### src/rtl/tt_um_drburke3_neuron_absdiff_accum_if.sv
// Pad-level bundle of the absolute-difference SAD tile.
// The bench drives it as master, and the tile consumes it as slave.
interface tt_um_drburke3_neuron_absdiff_accum_if;
   logic       ena;
   logic [7:0] ui_in;
   logic [7:0] uio_in;
   logic [7:0] uo_out;
   logic [7:0] uio_out;
   logic [7:0] uio_oe;

   modport master (output ena, ui_in, uio_in, input  uo_out, uio_out, uio_oe);
   modport slave  (input  ena, ui_in, uio_in, output uo_out, uio_out, uio_oe);
endinterface

### src/rtl/tt_um_drburke3_neuron_absdiff_accum.sv
// Streaming |A-B| sum-of-absolute-differences accumulator built on a Sklansky prefix subtractor.
// Optional ABSDIFF_SAT_EN: the accumulator saturates and the overflow is reported through drop.
module tt_um_drburke3_neuron_absdiff_accum #(
   parameter int N_SAMPLES = 32,
   parameter int ACC_W     = 12
) (
   input  logic clk,
   input  logic rst_n,
   tt_um_drburke3_neuron_absdiff_accum_if.slave bus
);
   typedef enum logic [2:0] {
      S_IDLE   = 3'd0,
      S_HAVE_A = 3'd1,
      S_SUB    = 3'd2,
      S_ACC    = 3'd3,
      S_DONE   = 3'd4
   } state_e;

   localparam logic [7:0] N_LAST = 8'(N_SAMPLES);

   // Position 0 of the prefix vector is the carry-in (g=1, p=0); positions 1..8 are operand bits 0..7.
   function automatic logic [8:0] sklansky_sub(input logic [7:0] a, input logic [7:0] b);
      logic [8:0] g;
      logic [8:0] p;
      logic [7:0] nb;
      logic [7:0] hs;
      logic [8:0] d;
      int j;
      nb   = ~b;
      hs   = a ^ nb;
      g[0] = 1'b1;
      p[0] = 1'b0;
      for (int i = 0; i < 8; i++) begin
         g[i+1] = a[i] & nb[i];
         p[i+1] = hs[i];
      end
      for (int l = 0; l < 4; l++) begin
         for (int i = 0; i < 9; i++) begin
            if (((i >> l) & 1) == 1) begin
               j    = ((i >> (l + 1)) << (l + 1)) + (1 << l) - 1;
               g[i] = g[i] | (p[i] & g[j]);
               p[i] = p[i] & p[j];
            end
         end
      end
      for (int i = 0; i < 8; i++) begin
         d[i] = hs[i] ^ g[i];
      end
      d[8] = g[8];
      return d;
   endfunction

   state_e            state_q, state_d;
   logic [7:0]        a_q, a_d, b_q, b_d, absd_q, absd_d;
   logic [ACC_W-1:0]  acc_q, acc_d;
   logic [7:0]        cnt_q, cnt_d;
   logic              ptr_q, ptr_d, drop_q, drop_d;
   logic [7:0]        uo_q, uo_d;
   logic [3:0]        flags_q, flags_d;
   logic [8:0]        diff_s;
   logic [7:0]        cnt_inc_s;
   logic [15:0]       acc_ext_s;
   logic              valid_s, sel_s, clear_s, rd_s, unused_s;
`ifdef ABSDIFF_SAT_EN
   logic [ACC_W:0]    sum_s;
`else
   logic [ACC_W-1:0]  sum_s;
`endif

   assign valid_s  = bus.uio_in[0];
   assign sel_s    = bus.uio_in[1];
   assign clear_s  = bus.uio_in[2];
   assign rd_s     = bus.uio_in[3];
   assign unused_s = ^bus.uio_in[7:4];

   // Next-state, datapath and registered-output decode.
   always_comb begin
      state_d   = state_q;
      a_d       = a_q;
      b_d       = b_q;
      absd_d    = absd_q;
      acc_d     = acc_q;
      cnt_d     = cnt_q;
      ptr_d     = ptr_q;
      drop_d    = drop_q;
      diff_s    = sklansky_sub(a_q, b_q);
      cnt_inc_s = cnt_q + 8'd1;
`ifdef ABSDIFF_SAT_EN
      sum_s     = {1'b0, acc_q} + (ACC_W+1)'(absd_q);
`else
      sum_s     = acc_q + ACC_W'(absd_q);
`endif
      if (clear_s) begin
         // Clear beats any byte presented in the same cycle; the byte is simply lost.
         state_d = S_IDLE;
         a_d     = 8'h00;
         b_d     = 8'h00;
         acc_d   = '0;
         cnt_d   = 8'd0;
         ptr_d   = 1'b0;
         drop_d  = 1'b0;
      end else begin
         case (state_q)
            S_IDLE: begin
               if (valid_s && !sel_s) begin
                  a_d     = bus.ui_in;
                  state_d = S_HAVE_A;
               end else if (valid_s) begin
                  drop_d = 1'b1;
               end else begin
                  state_d = S_IDLE;
               end
            end
            S_HAVE_A: begin
               if (valid_s && !sel_s) begin
                  a_d = bus.ui_in;
               end else if (valid_s) begin
                  b_d     = bus.ui_in;
                  state_d = S_SUB;
               end else begin
                  state_d = S_HAVE_A;
               end
            end
            S_SUB: begin
               absd_d  = diff_s[8] ? diff_s[7:0] : (~diff_s[7:0] + 8'd1);
               state_d = S_ACC;
               if (valid_s) begin
                  drop_d = 1'b1;
               end else begin
                  drop_d = drop_q;
               end
            end
            S_ACC: begin
`ifdef ABSDIFF_SAT_EN
               if (sum_s[ACC_W]) begin
                  acc_d  = {ACC_W{1'b1}};
                  drop_d = 1'b1;
               end else begin
                  acc_d = sum_s[ACC_W-1:0];
               end
`else
               acc_d = sum_s;
`endif
               cnt_d = cnt_inc_s;
               if (valid_s) begin
                  drop_d = 1'b1;
               end else begin
                  drop_d = drop_d | 1'b0;
               end
               if (cnt_inc_s == N_LAST) begin
                  state_d = S_DONE;
               end else begin
                  state_d = S_IDLE;
               end
            end
            S_DONE: begin
               if (rd_s) begin
                  ptr_d = ~ptr_q;
               end else begin
                  ptr_d = ptr_q;
               end
               if (valid_s) begin
                  drop_d = 1'b1;
               end else begin
                  drop_d = drop_q;
               end
            end
            default: begin
               state_d = S_IDLE;
            end
         endcase
      end
      acc_ext_s               = 16'd0;
      acc_ext_s[ACC_W-1:0]    = acc_d;
      if (state_d == S_DONE) begin
         uo_d = ptr_d ? acc_ext_s[15:8] : acc_ext_s[7:0];
      end else begin
         uo_d = absd_d;
      end
      flags_d = {state_d == S_DONE, (state_d == S_SUB) || (state_d == S_ACC),
                 state_d == S_HAVE_A, drop_d};
   end

   // State, datapath and output registers; ena low freezes everything.
   always_ff @(posedge clk or negedge rst_n) begin
      if (!rst_n) begin
         state_q <= S_IDLE;
         a_q     <= 8'h00;
         b_q     <= 8'h00;
         absd_q  <= 8'h00;
         acc_q   <= '0;
         cnt_q   <= 8'd0;
         ptr_q   <= 1'b0;
         drop_q  <= 1'b0;
         uo_q    <= 8'h00;
         flags_q <= 4'h0;
      end else if (bus.ena) begin
         state_q <= state_d;
         a_q     <= a_d;
         b_q     <= b_d;
         absd_q  <= absd_d;
         acc_q   <= acc_d;
         cnt_q   <= cnt_d;
         ptr_q   <= ptr_d;
         drop_q  <= drop_d;
         uo_q    <= uo_d;
         flags_q <= flags_d;
      end
   end

   assign bus.uo_out  = uo_q;
   assign bus.uio_out = {flags_q, 4'b0000};
   assign bus.uio_oe  = 8'hF0;
endmodule
### src/flat_wrapper.sv
// flat-port wrapper written by rule: the top's interface ports become plain ports
module tt_um_drburke3_neuron_absdiff_accum_flat 
#(
   parameter int N_SAMPLES = 32,
   parameter int ACC_W     = 12
)
  (clk, rst_n, bus_ena, bus_ui_in, bus_uio_in, bus_uo_out, bus_uio_out, bus_uio_oe);
  tt_um_drburke3_neuron_absdiff_accum_if bus_i ();
  input  logic clk;
  input  logic rst_n;
  input wire logic [$bits(bus_i.ena)-1:0] bus_ena;
  input wire logic [$bits(bus_i.ui_in)-1:0] bus_ui_in;
  input wire logic [$bits(bus_i.uio_in)-1:0] bus_uio_in;
  output wire logic [$bits(bus_i.uo_out)-1:0] bus_uo_out;
  output wire logic [$bits(bus_i.uio_out)-1:0] bus_uio_out;
  output wire logic [$bits(bus_i.uio_oe)-1:0] bus_uio_oe;
  assign bus_i.ena = bus_ena;
  assign bus_i.ui_in = bus_ui_in;
  assign bus_i.uio_in = bus_uio_in;
  assign bus_uo_out = bus_i.uo_out;
  assign bus_uio_out = bus_i.uio_out;
  assign bus_uio_oe = bus_i.uio_oe;
  tt_um_drburke3_neuron_absdiff_accum #(.N_SAMPLES(N_SAMPLES), .ACC_W(ACC_W)) u_core (.clk(clk), .rst_n(rst_n), .bus(bus_i));
endmodule
### config.mk
export PLATFORM = sky130hd
export DESIGN_NAME = tt_um_drburke3_neuron_absdiff_accum_flat
export DESIGN_NICKNAME = d
export VERILOG_FILES = /design/src/rtl/tt_um_drburke3_neuron_absdiff_accum_if.sv /design/src/rtl/tt_um_drburke3_neuron_absdiff_accum.sv /design/src/flat_wrapper.sv
export SDC_FILE = /design/constraint.sdc
export NUM_CORES = 1
export LEC_CHECK = 0
export BUFFER_PORTS_ARGS = -buffer_cell sky130_fd_sc_hd__buf_2
export CAP_MARGIN = 0
export CORE_MARGIN = 2
export CORE_UTILIZATION = 30
export DETAILED_ROUTE_END_ITERATION = 7
export MAX_ROUTING_LAYER = met4
export SETUP_SLACK_MARGIN = 0.05
export SYNTH_ARGS = -nofsm -noshare
export SYNTH_HDL_FRONTEND = slang
export SYNTH_SLANG_ARGS = --single-unit
### constraint.sdc
create_clock -name clk -period 8.1 [get_ports clk]
set_input_delay 1.215 -clock clk [delete_from_list [all_inputs] [get_ports clk]]
set_output_delay 1.215 -clock clk [all_outputs]
set_load 0.02 [all_outputs]
==> out/results.tsv, run 1 <==
metric	value	unit
run status	completed	
setup slack at placement	4.89	ns
Yosys reg bits	60	
DIE AREA	14400	µm²
HP Class	reg -> reg	
vias per cell	5.12	
minimum clock period	3.13	ns
Setup crit end kind	register	
Synth async-reset ratio	100	%
Synth Flop Type	dfrtp_1	
ANT cells	0	
PostCTS Resize Cnt	0	
worst skew pair latency	0.32	ns
routed via count	3273	
Syn Inst Count	445	
initial antenna violation count	0	
PwrDens	249	nW/µm²
number of synthesized flops with an enable pin	0	
die height	120	µm
YS warnings	0	
Fin Setup TNS	0	ns
CP max FO	3	
Port-buffer cells	26	
Clock Sinks	60	
Max Freq	319	MHz
clock-pin slew on the worst setup and hold paths	0.05	ns
simple-gate portion of the synthesized area	15.4	%
crit path kind	reg -> reg	
Final setup viols	0	
final-report hold violation count	0	
hold_buf cts	0	
Pre-Repair DR Iteration Count	4	
Static Leak	1.98	nW
io pins	43	
maximum VDD drop	0.106	mV
power consumption	0.00112	W
first-pass GRT wire length	15600	µm
Slew headroom	44.4	%
Max Clock Skew	0.00642	ns
clock buffer depth	2	
worst hold slack	0.489	ns
Initial Util	30.6	%
Syn Area/Cell	9.08	µm²
Final WS setup	4.97	ns
vias in the first global route	3251	
max cap viols	0	
FILL cells	1355	
root buffer cell	clkbuf_16	
gr ovfl total	0	
DRT Wirelength	9090	µm
worst slew pin tran	0.834	ns
Post-Synth Adder-Cell Area	7.24	%
mapped cell area	4040	µm²
Seq/Total Area, Yosys	37.2	%
Residual DRC	0	
antenna-violating nets left	0	
total track usage	13.6	%
post-synthesis cell type count	62	
gpl congestion	0.856	
fin nets	499	
Die X	120	µm
pin count of the biggest net entering global routing	61	
row count	42	
drt first-iter violations	187	
mux cell area share after synthesis	7.28	%
Setup Buffers After CTS	0	
core area	13200	µm²
layout cell share with drive strength beyond 1	14.7	%
CTS tree	yes	
Synth Area in Compound Gates	20.6	%
Worst setup SP type	register	
XOR/XNOR Fraction of Synth Area	4.12	%
worst endpoint data arrival time	3.37	ns
Post-DP HPWL	6330	µm
period utilization	38.7	%
CTS buffer count	9	
largest family of logic cells by synthesized area	compound AO/OA/AOI/OAI gates	
max-slew violation count	0	
Area growth, synth to finish	11.4	%
CTS H-Tree Depth	3	
FF-to-FF setup slack	4.97	ns
RSZ-0062 raised after global routing	false	
CP required	8.34	ns
Avg WL per Cell	14.2	µm
## Yosys cell counts, types with 3 or more instances
cell        n  area [µm²]
and3_1      5        31.3
ha_1       17         213
fa_1        4        80.1
nand2_1    30         113
a211o_1     4        35.0
o2bb2ai_1  12         105
buf_4      14         105
nor2_1     34         128
nand4_1     3        18.8
xnor2_1    11        96.3
buf_2       3        15.0
inv_1      28         105
o21ai_0    26         130
nand3_1    16        80.1
mux2i_1     8        80.1
dfrtp_1    60        1500
a21o_1      3        22.5
clkbuf_1   12        45.0
mux2_2     19         214
nor2b_1    11        68.8
buf_1       3        11.3
nand2b_1    3        18.8
o22ai_1     9        56.3
a31oi_1     9        56.3
o211ai_1    4        30.0
nor3_1     14        70.1
a22oi_1     3        22.5
a2111oi_0   3        26.3
xor2_1      8        70.1
a21oi_1    27         135
## kinds of logic (layout without fill, tap and decap cells)
logic type	after synthesis	in the layout
buffers and inverters	64	72
XOR/XNOR	19	19
other	2	12
flip-flops	60	60
AO/OA/AOI/OAI	124	124
AND/OR/NAND/NOR	128	128
multiplexers	27	27
adder cells (fa/ha/maj)	21	21
## per-stage QoR
| step | instances | utilization [%] | cell area, µm² |
|---|---|---|---|
| 2_1_floorplan | 455 | - | 4080 |
| 3_3_place_gp | 624 | 32.1 | 4230 |
| 3_5_place_dp | 624 | 32.1 | 4230 |
| 4_1_cts | 639 | 34.1 | 4500 |
| 5_1_grt | 639 | 34.1 | 4500 |
| 6_report | 639 | 34.1 | 4500 |
## registers in the layout, summed over array words and instances, names as in the netlist
signal	count
u_core.a_q	8
u_core.b_q	8
u_core.bus.uo_out	8
u_core.acc_q	12
u_core.state_q	3
u_core.flags_q	4
u_core.absd_q	8
u_core.cnt_q	8
u_core.ptr_q	1
## worst max-delay path: stages, from the launching register on
cell and delay, ns:
dfrtp_1 0.37, inv_1 0.10, ha_1 0.23, nand2b_1 0.12
nand2b_1 0.07, a21o_2 0.21, fa_1 0.49, nor2b_1 0.17
nand2_1 0.10, a2111oi_0 0.40, a311oi_1 0.11, xor2_1 0.18
a211o_1 0.31, a31oi_1 0.17
## routing by layer
layer	global-route usage (%)	routed length [µm]	up-vias	part of all wire [%]
li1	-	-	1604	-
met1	16.7	4220	1591	46
met2	22.8	4460	65	49
met3	2.14	261	13	2.9
met4	4.63	150	0	1.7
met5	-	0	-	0
## cell type report
| type | count | area, µm² | share of cell area, % |
|---|---|---|---|
| Multi-Input combinational cell | 331 | 2250 | 50.0 |
| Sequential cell | 60 | 1500 | 33.4 |
| Clock buffer | 13 | 260 | 5.78 |
| Tap cell | 176 | 220 | 4.89 |
| Timing Repair Buffer | 29 | 153 | 3.39 |
| Inverter | 28 | 105 | 2.33 |
| Clock inverter | 2 | 10.0 | 0.222 |
## layout by cell type (no fill, tap or decap), types with 11 or more instances in the layout
master,n
inv_1,28
nand2_1,30
nor2b_1,11
a21oi_1,27
nor3_1,14
ha_1,17
mux2_2,19
conb_1,12
o21ai_0,26
nor2_1,34
xnor2_1,11
nand3_1,16
buf_2,26
o2bb2ai_1,12
dfrtp_1,60
## final timing paths
| path | start | to | depth (start not counted) |
|---|---|---|---|
| worst max-delay path | u_core.b_q[1] | u_core.bus.uo_out[6] | 13 |
| worst min-delay path | u_core.bus.uo_out[4] | u_core.bus.uo_out[4] | 1 |
| worst max register to register | u_core.b_q[1] | u_core.bus.uo_out[6] | 13 |
| worst min register to register | u_core.bus.uo_out[4] | u_core.bus.uo_out[4] | 1 |
| max in group asynchronous | rst_n | u_core.bus.uo_out[4] | 2 |
| min in group asynchronous | rst_n | u_core.b_q[5] | 2 |
## report_power, final
part	leakage, nW	switching (W)	internal [W]
registers	0.786	0.0000490	0.000352
clock network	0.135	0.000130	0.000221
logic	1.06	0.000213	0.000157
total	1.98	0.000392	0.000730
Power figures use the tool's default switching activity.
==> run 2: changes to the inputs <==
==> constraint.sdc (replaced) <==
create_clock -name clk -period 2.6 [get_ports clk]
set_input_delay 0.39 -clock clk [delete_from_list [all_inputs] [get_ports clk]]
set_output_delay 0.39 -clock clk [all_outputs]
set_load 0.02 [all_outputs]
==> run 2 against run 1 <==
The run now ends with setup timing left. Sequential cell count did not move. Sequential power rose to 3.1 times the previous value. Maximum frequency rose by 17%. Global-route usage rose by 0.82 points. Clock power rose to 4.0 times the previous value. Final cell count rose by 6.9%. Via count rose by 5.6%. Count of clock-buffer cells in the layout fell by 3. Routed wire length rose by 7.3%. Register-to-register slack got worse by 5.0 ns. Non-clock buffer count rose by 43. Sequential share of layout area fell by 3.8 points. Critical path type unchanged. Highest routed layer unchanged.
==> out/results.tsv, run 2 (synthesis gave the netlist of run 1 again) <==
metric	value	unit	change
run status	complete, but fails checks		
failing checks	setup timing		
Most flops, register	u_core.acc_q		
Max Clock Skew	0.00698	ns	+0.000559 ns
Post-DP HPWL	7250	µm	+15%
Cell Area, Placed	4560	µm²	+7.9%
vias per cell	5.06		-1.2%
Setup crit end kind	register		
fin nets	542		+8.6%
cell area after layout	5070	µm²	+13%
Clock power frac	33.5	%	+2.3 points
Slew headroom	55.6	%	+11 points
CTS H-Tree Depth	3		unchanged
PwrDens	825	nW/µm²	+230%
Area growth, synth to finish	25.5	%	
Max stage delay on crit path	0.57	ns	+0.08 ns
CP max FO	2		-1
Pre-Repair DR Iteration Count	4		unchanged
Max Freq	374	MHz	+17%
die height	120	µm	unchanged
HP Class	in -> async		
FF-to-FF setup slack	-0.07	ns	-5.04 ns
Initial Util	30.6	%	unchanged
Finished Layout Cells	683		+6.9%
delay-heaviest family, CP	adder cells		
RSZ-0062 raised after global routing	true		
max reg flops	12		unchanged
commonest non-fill, non-tap cell in the layout	dfrtp_1		
Reg power frac	30.1	%	-5.7 points
power share of the combinational group	36.4	%	+3.4 points
Die X	120	µm	unchanged
worst slew pin tran	0.665	ns	-0.169 ns
sw frac	33.4	%	-1.5 points
CTS tree	yes		
Worst setup SP type	register		
worst skew pair latency	0.32	ns	about the same
period utilization	103	%	+64 points
Final WS setup	-0.0746	ns	-5.04 ns
minimum clock period	2.67	ns	-0.458 ns
io pins	43		unchanged
vias in the first global route	3437		+5.7%
DRT Wirelength	9750	µm	+7.3%
max cap viols	0		unchanged
routed via count	3455		+5.6%
CP Cell Sequence	inv_2 -> ha_4 -> nand2b_4 -> nand2b_1 -> a21o_2 -> fa_2 -> buf_6 -> nor3_2 -> o211a_1 -> or3_1 -> a31o_1 -> o31ai_1		
pin count of the biggest net entering global routing	32		-48%
P_sw	0.00140	W	+260%
Static Leak	2.25	nW	+13%
final-report hold violation count	0		unchanged
clock-pin slew on the worst setup and hold paths	0.05	ns	about the same
maximum VDD drop	0.341	mV	+220%
worst endpoint data arrival time	2.91	ns	-0.46 ns
clock buffer depth	2		unchanged
Crit-path slowest cell	fa_2		
drt first-iter violations	185		-1.1%
CP required	2.83	ns	-5.51 ns
Pint	0.00279	W	+280%
setup slack at placement	-0.218	ns	-5.11 ns
crit path buf inv count	2		+1
crit path kind	reg -> reg		
CTS buffer count	9		unchanged
core area	13200	µm²	unchanged
layout cell share with drive strength beyond 1	27.4	%	+13 points
initial antenna violation count	0		unchanged
gpl congestion	0.850		-0.71%
ANT cells	0		unchanged
row count	42		unchanged
first-pass GRT wire length	16400	µm	+4.6%
Residual DRC	0		unchanged
DIE AREA	14400	µm²	unchanged
most frequent cells in the layout	dfrtp_1 (60), buf_4 (45), nor2_1 (34)		
max-slew violation count	0		unchanged
Port-buffer cells	26		unchanged
Clock Sinks	60		unchanged
total track usage	14.4	%	+0.82 points
gr ovfl total	0		unchanged
root buffer cell	clkbuf_16		
antenna-violating nets left	0		unchanged
number of cells after detailed placement	660		+5.8%
Final setup viols	3		+3
Avg WL per Cell	14.3	µm	+0.34%
-- run 2: cell types whose count changed in the layout (fill, tap and decap cells not counted), sizes merged --
cell      previous run  this run
clkinvlp             0         1
bufinv               0         3
buf                 29        72
clkbuf              13        10
-- run 2: repair_timing --
item | 4_1_cts | 5_1_grt
setup endpoints to repair | 9 | 15
hold buffers | 0 | 0
pin swaps | 8 | 8
buffers inserted | 4 | 3
gates resized for setup | 11 | 14
-- run 2: routing by layer --
| metal | track usage (%) | vias to the layer above | routed length, µm |
|---|---|---|---|
| li1 | - | 1697 | - |
| met1 | 18.1 | 1682 | 4320 |
| met2 | 23.9 | 66 | 4970 |
| met3 | 2.33 | 10 | 353 |
| met4 | 4.56 | 0 | 100 |
| met5 | - | - | 0 |
-- run 2: final timing paths --
check / startpoint / endpoint / depth (start not counted)
setup / recovery: u_core.b_q[1] / u_core.bus.uo_out[7] / 12
hold / removal: rst_n / u_core.b_q[5] / 1
min in group clk: bus_uio_in[0] / u_core.flags_q[1] / 3
max in group asynchronous: rst_n / u_core.absd_q[6] / 2
hold reg to reg: u_core.bus.uo_out[4] / u_core.bus.uo_out[4] / 1
setup reg to reg: u_core.b_q[1] / u_core.bus.uo_out[7] / 12
-- run 2: area by class of cell --
cell class / count / area, µm²
tap: 176 / 220
multi-input combinational: 331 / 2420
clock buffer: 10 / 239
clock inverter: 6 / 111
sequential: 60 / 1500
inverter: 28 / 105
fill: 1292 / 8120
timing repair buffer: 72 / 479
-- run 2: stage by stage --
stage | power [W] | TNS, ns | hold slack [ns] | util [%]
6_report | 0.00419 | -0.185 | 0.103 | 38.5
5_1_grt | 0.00444 | -1.25 | 0.152 | 38.5
4_1_cts | 0.00414 | -0.219 | 0.120 | 37.9
3_5_place_dp | 0.00263 | -1.28 | 0.464 | 34.6
3_3_place_gp | 0.00258 | -0.856 | 0.453 | 34.6
2_1_floorplan | 0.00221 | -0.183 | 0.0944 | -
-- run 2: power groups by stage --
stage / logic (W) / registers [W] / clock network [W]
floorplan: 0.000938 / 0.00127 / 0
global placement: 0.00132 / 0.00126 / 0
detailed placement: 0.00136 / 0.00127 / 0
CTS: 0.00145 / 0.00125 / 0.00143
global route: 0.00169 / 0.00128 / 0.00147
finish: 0.00152 / 0.00126 / 0.00140
